**config.mk**
```make
export PLATFORM = sky130hd
export DESIGN_NAME = memory_stage_flat
export DESIGN_NICKNAME = d
export VERILOG_FILES = /design/src/rtl/memory_stage_if.sv /design/src/rtl/memory_stage.sv /design/src/flat_wrapper.sv
export SDC_FILE = /design/constraint.sdc
export NUM_CORES = 1
export LEC_CHECK = 0
export BUFFER_PORTS_ARGS = -buffer_cell sky130_fd_sc_hd__buf_4
export CAP_MARGIN = 25
export CORE_MARGIN = 5
export CORE_UTILIZATION = 35
export CTS_CLUSTER_SIZE = 20
export DETAILED_ROUTE_END_ITERATION = 7
export PLACE_DENSITY_LB_ADDON = 0.25
export SYNTH_ARGS = -nofsm -noshare
export SYNTH_HDL_FRONTEND = slang
export SYNTH_SLANG_ARGS = --single-unit
```
**constraint.sdc**
```tcl
create_clock -name clk -period 3.3 [get_ports clk]
set_clock_uncertainty 0.1 [all_clocks]
set_input_delay 0.825 -clock clk [delete_from_list [all_inputs] [get_ports clk]]
set_output_delay 0.825 -clock clk [all_outputs]
set_load 0.02 [all_outputs]
```
**src/rtl/memory_stage_if.sv**
```systemverilog
// memory_stage_if: req/ack data bus between the M stage (master) and data memory / timer (slave).
interface memory_stage_if;
    logic        bus_req;
    logic        bus_we;
    logic [31:0] bus_addr;
    logic [3:0]  bus_be;
    logic [31:0] bus_wdata;
    logic        bus_ack;
    logic [31:0] bus_rdata;
    modport master(output bus_req, bus_we, bus_addr, bus_be, bus_wdata, input bus_ack, bus_rdata);
    modport slave(input bus_req, bus_we, bus_addr, bus_be, bus_wdata, output bus_ack, bus_rdata);
endinterface

```
**src/rtl/memory_stage.sv**
```systemverilog
// memory_stage: P7 M stage - E/M register, ld/st address exceptions, req/ack bus access, load extension.
// Optional BUS_TIMEOUT_EN: abandon a WAIT after MAX_WAIT cycles with an address-error exception.
module memory_stage #(
`ifdef BUS_TIMEOUT_EN
    parameter int          MAX_WAIT  = 16,
`endif
    parameter logic [31:0] DM_LIMIT  = 32'h0000_2FFF,
    parameter logic [31:0] TMR_BASE  = 32'h0000_7F00,
    parameter logic [31:0] TMR_LIMIT = 32'h0000_7F1B
) (
    input  logic        clk,
    input  logic        reset,
    input  logic [31:0] InstrE,
    input  logic [4:0]  A3EM,
    input  logic [31:0] WDEM,
    input  logic [31:0] ResEM,
    input  logic [31:0] RD2EM,
    input  logic [4:0]  ExcCodeEM,
    input  logic        flush,
    output logic [31:0] InstrM,
    output logic [4:0]  A3M,
    output logic [31:0] WDM,
    output logic [4:0]  ExcCodeM,
    output logic        stall_m,
    memory_stage_if.master bus
);
    typedef enum logic {IDLE, WAIT} state_t;
    state_t state, state_nx;
    logic [31:0] instr_r, wd_r, res_r, rd2_r;
    logic [4:0]  a3_r, exc_r;
    logic        flush_pend, kill, timeout;
    logic        is_lw, is_lh, is_lhu, is_lb, is_lbu, is_sw, is_sh, is_sb, is_load, is_store;
    logic        in_dm, in_tmr, addr_bad;
    logic [15:0] half;
    logic [7:0]  byte_s;
    logic [31:0] ld;
`ifdef BUS_TIMEOUT_EN
    logic [7:0]  cnt;
    assign timeout = state == WAIT && cnt == 8'(MAX_WAIT);
`else
    assign timeout = 1'b0;
`endif
    always_comb begin
        is_lw    = instr_r[31:26] == 6'h23;
        is_lh    = instr_r[31:26] == 6'h21;
        is_lhu   = instr_r[31:26] == 6'h25;
        is_lb    = instr_r[31:26] == 6'h20;
        is_lbu   = instr_r[31:26] == 6'h24;
        is_sw    = instr_r[31:26] == 6'h2B;
        is_sh    = instr_r[31:26] == 6'h29;
        is_sb    = instr_r[31:26] == 6'h28;
        is_load  = is_lw | is_lh | is_lhu | is_lb | is_lbu;
        is_store = is_sw | is_sh | is_sb;
        in_dm    = res_r <= DM_LIMIT;
        in_tmr   = res_r >= TMR_BASE && res_r <= TMR_LIMIT;
        // timer registers are word-wide only, so partial stores there fault
        addr_bad = (is_load | is_store) && (((is_lw | is_sw) && res_r[1:0] != 2'b00) ||
                   ((is_lh | is_lhu | is_sh) && res_r[0]) || (!in_dm && !in_tmr) ||
                   ((is_sh | is_sb) && in_tmr));
        ExcCodeM = exc_r != 5'd0 ? exc_r : (addr_bad || timeout) ? (is_load ? 5'd4 : 5'd5) : 5'd0;
        A3M      = ExcCodeM != 5'd0 ? 5'd0 : a3_r;
        InstrM   = instr_r;
        bus.bus_req   = (is_load | is_store) && exc_r == 5'd0 && !addr_bad && !timeout;
        bus.bus_we    = bus.bus_req && is_store;
        bus.bus_addr  = {res_r[31:2], 2'b00};
        bus.bus_be    = !bus.bus_req ? 4'b0000 : is_sh ? (res_r[1] ? 4'b1100 : 4'b0011) :
                        is_sb ? 4'b0001 << res_r[1:0] : 4'b1111;
        bus.bus_wdata = is_sw ? rd2_r : is_sh ? {2{rd2_r[15:0]}} : is_sb ? {4{rd2_r[7:0]}} : 32'd0;
        half     = res_r[1] ? bus.bus_rdata[31:16] : bus.bus_rdata[15:0];
        byte_s   = bus.bus_rdata[{res_r[1:0], 3'b000} +: 8];
        ld       = is_lw ? bus.bus_rdata : (is_lh | is_lhu) ? {{16{is_lh & half[15]}}, half} :
                   {{24{is_lb & byte_s[7]}}, byte_s};
        WDM      = is_load ? ld : wd_r;
        stall_m  = bus.bus_req && !bus.bus_ack;
        state_nx = stall_m ? WAIT : IDLE;
        kill     = flush || flush_pend;
    end
    always_ff @(posedge clk or negedge reset) begin
        if (!reset) begin
            state      <= IDLE;
            flush_pend <= 1'b0;
            instr_r    <= '0;
            a3_r       <= '0;
            wd_r       <= '0;
            res_r      <= '0;
            rd2_r      <= '0;
            exc_r      <= '0;
        end else begin
            state      <= state_nx;
            flush_pend <= stall_m && kill;
            if (!stall_m) begin
                instr_r <= kill ? '0 : InstrE;
                a3_r    <= kill ? '0 : A3EM;
                wd_r    <= kill ? '0 : WDEM;
                res_r   <= kill ? '0 : ResEM;
                rd2_r   <= kill ? '0 : RD2EM;
                exc_r   <= kill ? '0 : ExcCodeEM;
            end
        end
    end
`ifdef BUS_TIMEOUT_EN
    always_ff @(posedge clk or negedge reset) begin
        if (!reset) cnt <= '0;
        else cnt <= (state == WAIT && stall_m) ? cnt + 8'd1 : 8'd0;
    end
`endif
endmodule
```
**src/flat_wrapper.sv**
```systemverilog
// flat-port wrapper written by rule: the top's interface ports become plain ports
module memory_stage_flat 
#(

    parameter logic [31:0] DM_LIMIT  = 32'h0000_2FFF,
    parameter logic [31:0] TMR_BASE  = 32'h0000_7F00,
    parameter logic [31:0] TMR_LIMIT = 32'h0000_7F1B
)
  (clk, reset, InstrE, A3EM, WDEM, ResEM, RD2EM, ExcCodeEM, flush, InstrM, A3M, WDM, ExcCodeM, stall_m, bus_bus_req, bus_bus_we, bus_bus_addr, bus_bus_be, bus_bus_wdata, bus_bus_ack, bus_bus_rdata);
  memory_stage_if bus_i ();
  input  logic clk;
  input  logic reset;
  input  logic [31:0] InstrE;
  input  logic [4:0] A3EM;
  input  logic [31:0] WDEM;
  input  logic [31:0] ResEM;
  input  logic [31:0] RD2EM;
  input  logic [4:0] ExcCodeEM;
  input  logic flush;
  output logic [31:0] InstrM;
  output logic [4:0] A3M;
  output logic [31:0] WDM;
  output logic [4:0] ExcCodeM;
  output logic stall_m;
  output wire logic [$bits(bus_i.bus_req)-1:0] bus_bus_req;
  output wire logic [$bits(bus_i.bus_we)-1:0] bus_bus_we;
  output wire logic [$bits(bus_i.bus_addr)-1:0] bus_bus_addr;
  output wire logic [$bits(bus_i.bus_be)-1:0] bus_bus_be;
  output wire logic [$bits(bus_i.bus_wdata)-1:0] bus_bus_wdata;
  input wire logic [$bits(bus_i.bus_ack)-1:0] bus_bus_ack;
  input wire logic [$bits(bus_i.bus_rdata)-1:0] bus_bus_rdata;
  assign bus_bus_req = bus_i.bus_req;
  assign bus_bus_we = bus_i.bus_we;
  assign bus_bus_addr = bus_i.bus_addr;
  assign bus_bus_be = bus_i.bus_be;
  assign bus_bus_wdata = bus_i.bus_wdata;
  assign bus_i.bus_ack = bus_bus_ack;
  assign bus_i.bus_rdata = bus_bus_rdata;
  memory_stage #(.DM_LIMIT(DM_LIMIT), .TMR_BASE(TMR_BASE), .TMR_LIMIT(TMR_LIMIT)) u_core (.clk(clk), .reset(reset), .InstrE(InstrE), .A3EM(A3EM), .WDEM(WDEM), .ResEM(ResEM), .RD2EM(RD2EM), .ExcCodeEM(ExcCodeEM), .flush(flush), .InstrM(InstrM), .A3M(A3M), .WDM(WDM), .ExcCodeM(ExcCodeM), .stall_m(stall_m), .bus(bus_i));
endmodule
```
**After elaboration in Yosys (flattened, before gate mapping)**

Cells that the tools add are included.

- Output and inout bits: 145
- Logic and storage cells: 77
- Bits in registers: 139
- Bits of input ports: 174

- Bitwise gates (word level): 13
- Order comparisons: 3
- Reductions and logical operators: 23
- Muxes and demuxes: 21
- Equality and inequality tests: 8
- Shifts and indexed selects: 2

Operators with widths:

| cell | count |
|---|---|
| 32-bit two-way mux | 10 |
| 6-bit == test, second input constant | 8 |
| 32-bit by 15-bit greater-or-equal comparator with 1-bit output, second input constant | 1 |
| 32-bit by 14-bit less-or-equal comparator with 1-bit output, second input constant | 1 |
| 32-bit by 15-bit less-or-equal comparator with 1-bit output, second input constant | 1 |
| 32-bit by 6-bit indexed part select with 8-bit output | 1 |
| 5-bit two-way mux | 5 |
| 16-bit two-way mux | 1 |
| 4-bit two-way mux | 4 |
| 1-bit logical AND | 11 |
| 1-bit bitwise OR | 11 |
| 5-bit nonzero test | 2 |
| 5-bit zero test | 1 |
| 1-bit zero test | 4 |
| 1-bit logical OR | 4 |
| 1-bit by 2-bit left shift with 4-bit output, first input constant | 1 |
| 1-bit bitwise AND | 2 |
| 2-bit nonzero test | 1 |
| 1-bit two-way mux | 1 |

**Depth between registers and ports, before layout**

- Depth in word-level cells: 12
- Depth in mapped cells: 8
- Gate-level depth less buffers: 5

**Worst setup path before layout**

No wires, ideal clock.

- Path kind: register to output
- From: register u_core.instr_r[26] (netlist: u_core.InstrM[26])
- To: output port WDM[0]
- Required time: 2,375 ps
- Cell stages (with the launch flop): 7
- Arrival: 2,338 ps
- Buffers on the path: 1
- Path slack: 37 ps
- Path through: dfrtp_1 buf_2 nand3b_1 o31ai_2 a21oi_1 mux2i_1 o21ai_0

- Word-level cells in the longest chain between the ends: 6
- Elaborated cells on any way between the ends: 13
- Those cells by class: eq/ne: 5; mux: 3; bitwise: 5

RTL lines:

| item | RTL line | source |
|---|---|---|
| start: declaration | memory_stage.sv:29 | `logic [31:0] instr_r, wd_r, res_r, rd2_r;` |
| start signal: assignment | memory_stage.sv:92 | `instr_r <= kill ? '0 : InstrE;` |
| 6-bit == test (on tied branches) | memory_stage.sv:44, memory_stage.sv:45 |  |
| 1-bit bitwise OR (4 in a row) | memory_stage.sv:52 | `is_load = is_lw \| is_lh \| is_lhu \| is_lb \| is_lbu;` |
| 32-bit two-way mux * | memory_stage.sv:73 | `WDM = is_load ? ld : wd_r;` |
| end: declaration | flat_wrapper.sv:22 | `output logic [31:0] WDM;` |

Every way passes the cells marked *; elsewhere a longest branch is shown, timed or not.

**Final worst setup path**

- From: register u_core.instr_r[30] (netlist: u_core.InstrM[30])
- To: output port WDM[24]

The elaborated chain is that of the path after synthesis.

==> results.rst <==
.. list-table::
   :header-rows: 1

   * - Metric
     - Value
   * - Slew margin rel.
     - 65.3%
   * - Clock tree from TritonCTS
     - done
   * - Path depth of the worst reg2reg path
     - 9
   * - Die boundary height
     - 158 um
   * - Post-detailed-route count of antenna-violating nets
     - 0
   * - Adder and majority gate portion of the synthesized area
     - 0%
   * - Data required time at the worst endpoint
     - 2.37 ns
   * - Share of the synthesized netlist area taken by xor and xnor gates
     - 0%
   * - Arrival time reported for the critical path endpoint
     - 2.49 ns
   * - WL per Instance
     - 19.3 um
   * - Place WS
     - -0.0118 ns
   * - Number of synthesized flops with an enable pin
     - 0
   * - R2R setup slack
     - 0.53 ns
   * - Clock buffer depth
     - 2
   * - Number of buffer cells added on primary ports
     - 316
   * - Area of the mapped netlist
     - 7660 um^2
   * - Core Util, Final
     - 52.6%
   * - Setup WS post-layout
     - -0.112 ns
   * - Placed cells
     - 1346
   * - Largest area contributor in the synthesized netlist
     - sky130_fd_sc_hd__dfrtp_1
   * - Number of maximum-capacitance constraint violations
     - 0
   * - Max Freq
     - 293 MHz
   * - Starting DRC count in detailed routing
     - 330
   * - Transition time of the tightest slew-check pin
     - 0.520 ns
   * - Antenna violations before repair
     - 2
   * - Number of design rule violations left after detail routing
     - 0
   * - H-tree levels
     - 4
   * - Post-route minimum period
     - 3.41 ns
   * - Number of pins with negative max-slew slack in the final report
     - 0
   * - Sequential cell area
     - 3480 um^2
   * - Share of layout cells above drive strength 1
     - 42.9%
   * - Initial core utilization
     - 35.3%
   * - Root cell of the clock tree
     - sky130_fd_sc_hd__clkbuf_16
   * - Violated checks
     - negative setup slack
   * - Clock latency reported for the late side of the worst-skew pair
     - 0.42 ns
   * - Area after detailed placement
     - 10200 um^2
   * - Area taken by multi-input logic gates
     - 3470 um^2
   * - Fraction of post-synthesis cell area in the top cell type by area
     - 45.4%
   * - Final-report hold violation count
     - 0
   * - Top cells by area in the synthesized netlist
     - sky130_fd_sc_hd__dfrtp_1, sky130_fd_sc_hd__mux2i_1, sky130_fd_sc_hd__nand2_1
   * - Total via count after detailed routing
     - 6734
   * - Worst-case hold slack
     - 0.167 ns
   * - Post-synthesis share of cell area spent on and, or, nand and nor gates
     - 13.0%
   * - Count of filler cells inserted in the layout
     - 2000
   * - Global-route congestion overflow total
     - 0
   * - Setup repair after global routing missed its margin
     - yes
   * - Most frequent cells after synthesis
     - sky130_fd_sc_hd__nand2_1, sky130_fd_sc_hd__dfrtp_1, sky130_fd_sc_hd__mux2i_1
   * - Accumulated negative setup slack
     - -1.36 ns
   * - Total power consumption of the routed design
     - 4.53 mW
   * - Library cell with the highest instance count after synthesis
     - sky130_fd_sc_hd__nand2_1
   * - Vias in the first global route
     - 6851
   * - Worst r2r dst
     - u_core.res_r[16]$_DFFE_PN0N_
   * - Area of the core region
     - 21700 um^2
   * - Cells after synthesis
     - 792
   * - Critical Path Start Type
     - register
   * - Final clock period utilization by the worst path
     - 103%
   * - GPL Wtd Cong
     - 0.973
   * - Total Nets Final
     - 1280
   * - First-pass iteration count of the detailed router
     - 5
   * - Endpoint type of the worst setup path
     - primary output
   * - Std cell rows
     - 54
   * - Sequential area share after synthesis
     - 45.4%
   * - Largest net degree at the start of global routing
     - 92
   * - Final number of setup-violating endpoints
     - 19
   * - CP max FO
     - 8
   * - Die width
     - 158 um
   * - Crit Path Class
     - reg2out
   * - LEAKAGE
     - 6.43 nW
   * - Mean cell area of the mapped netlist
     - 9.67 um^2
   * - Number of ports placed on the die boundary
     - 319
   * - Combinational family with the most area after synthesis
     - multiplexers
   * - Clock transition at path regs
     - 0.06 ns
   * - Post-Layout Inst Area
     - 11400 um^2
   * - Portion of netlist area occupied by mux cells
     - 18.9%
   * - Ys Warns
     - 0
   * - Total of hold buffers inserted after clock tree synthesis
     - 0
   * - Total global-route track usage
     - 20.8%
   * - VDD IR-drop max
     - 0.332 mV
   * - Estimated wirelength of the detail-placed design
     - 19900 um
   * - Clock Sink Count
     - 139
   * - Area growth from synthesis to layout
     - 48.9%
   * - Result of the run
     - complete, but fails checks
   * - Register bit total from synthesis
     - 139
   * - Compound-cell area share of the yosys netlist
     - 8.82%
   * - Post-Route WL
     - 27000 um
   * - Total clock buffers created by CTS
     - 17
   * - Worst flop-to-flop path startpoint
     - u_core.InstrM[26]$_DFFE_PN0N_
   * - Distinct cells, synth
     - 47
   * - Non-filler instance count after layout
     - 1400
   * - Vias per inst
     - 4.81
   * - Most used DFF post-synth
     - sky130_fd_sc_hd__dfrtp_1
   * - Post-synthesis async set-or-reset flop share
     - 100%
   * - Type of the tightest min-delay check
     - in2async
   * - Die Outline Area
     - 25000 um^2
   * - Global-route wire length before repair
     - 39600 um
   * - P per Cell Area
     - 397 nW/um^2
[where the power goes]
group	internal, mW	switching [mW]	leakage [nW]
clock network	0.991	0.845	0.264
logic	0.412	0.429	4.38
registers	1.79	0.0579	1.79
[critical path, stage by stage (launching register included)]
cell and delay [ns]:
sky130_fd_sc_hd__dfrtp_1 0.41, sky130_fd_sc_hd__nand3b_1 0.32, sky130_fd_sc_hd__nor4_2 0.41, sky130_fd_sc_hd__nor2_4 0.06, sky130_fd_sc_hd__o31a_1 0.25, sky130_fd_sc_hd__buf_6 0.14, sky130_fd_sc_hd__clkbuf_16 0.16, sky130_fd_sc_hd__a22oi_1 0.14
sky130_fd_sc_hd__buf_4 0.17
[placed cells by master (no fill, tap or decap), types with 3 or more instances in the layout]
cell type,n
sky130_fd_sc_hd__clkinv_4,3
sky130_fd_sc_hd__nor2_1,16
sky130_fd_sc_hd__a22oi_2,16
sky130_fd_sc_hd__buf_6,31
sky130_fd_sc_hd__mux2_4,6
sky130_fd_sc_hd__nor3_4,5
sky130_fd_sc_hd__nor4_1,4
sky130_fd_sc_hd__o2bb2ai_1,8
sky130_fd_sc_hd__buf_12,11
sky130_fd_sc_hd__clkbuf_16,18
sky130_fd_sc_hd__a21oi_4,5
sky130_fd_sc_hd__nand2_1,143
sky130_fd_sc_hd__buf_4,331
sky130_fd_sc_hd__o21ai_1,7
sky130_fd_sc_hd__nor3_1,4
sky130_fd_sc_hd__and3_1,24
sky130_fd_sc_hd__dfrtp_1,134
sky130_fd_sc_hd__mux2_2,6
sky130_fd_sc_hd__a22oi_1,16
sky130_fd_sc_hd__clkinvlp_4,3
sky130_fd_sc_hd__mux2i_1,129
sky130_fd_sc_hd__a22o_1,16
sky130_fd_sc_hd__inv_1,115
sky130_fd_sc_hd__inv_6,5
sky130_fd_sc_hd__inv_8,3
sky130_fd_sc_hd__dfrtp_2,5
sky130_fd_sc_hd__o21ai_0,5
sky130_fd_sc_hd__nor2_4,4
[routing by layer]
layer / track usage [%] / up-vias / share of wire (%)
met2: 34.3 / 278 / 49
met4: 7.23 / 2 / 2.2
met5: 0 / - / 0.048
li1: - / 3223 / -
met1: 25.0 / 3194 / 38
met3: 8.06 / 37 / 11
[state kept, by name (all words and copies together) (netlist names)]
register           cells
u_core.rd2_r          32
u_core.flush_pend      1
u_core.exc_r           5
u_core.InstrM         32
u_core.res_r          32
u_core.a3_r            5
u_core.wd_r           32
[final cells by class]
type / instances / area share [%]
antenna: 1 / 0.0219
multi-input combinational: 457 / 30.4
timing repair buffer: 376 / 27.3
sequential: 139 / 30.5
tap: 280 / 3.07
clock inverter: 14 / 1.11
clock buffer: 18 / 3.76
inverter: 115 / 3.78
[cells by family (layout without fill, tap and decap cells)]
| kind of cell | count (synthesis) | after routing |
|---|---|---|
| and+or+nand+nor | 222 | 222 |
| muxes | 142 | 142 |
| other | 1 | 3 |
| AOI/OAI and AO/OA | 91 | 91 |
| buffers and inverters | 197 | 523 |
| DFF | 139 | 139 |
[worst max path at each step]
stage | end | slack [ns] | start
finish | WDM[24] | -0.11 | u_core.InstrM[30]$_DFFE_PN0N_
global route | WDM[27] | -0.20 | u_core.InstrM[30]$_DFFE_PN0N_
CTS | WDM[19] | -0.09 | u_core.res_r[0]$_DFFE_PN0N_
detailed placement | WDM[19] | -0.01 | bus_bus_rdata[31]
global placement | WDM[21] | 0.04 | bus_bus_rdata[31]
floorplan | WDM[0] | 0.04 | u_core.InstrM[26]$_DFFE_PN0N_
[timing repair]
item                       in CTS  in global routing
pin swaps                       8                 11
setup endpoints to repair      38                 50
buffers inserted                9                 11
gates cloned                    0                  1
resized for setup              29                 88
Note: power is estimated with default switching activity, not from simulation.
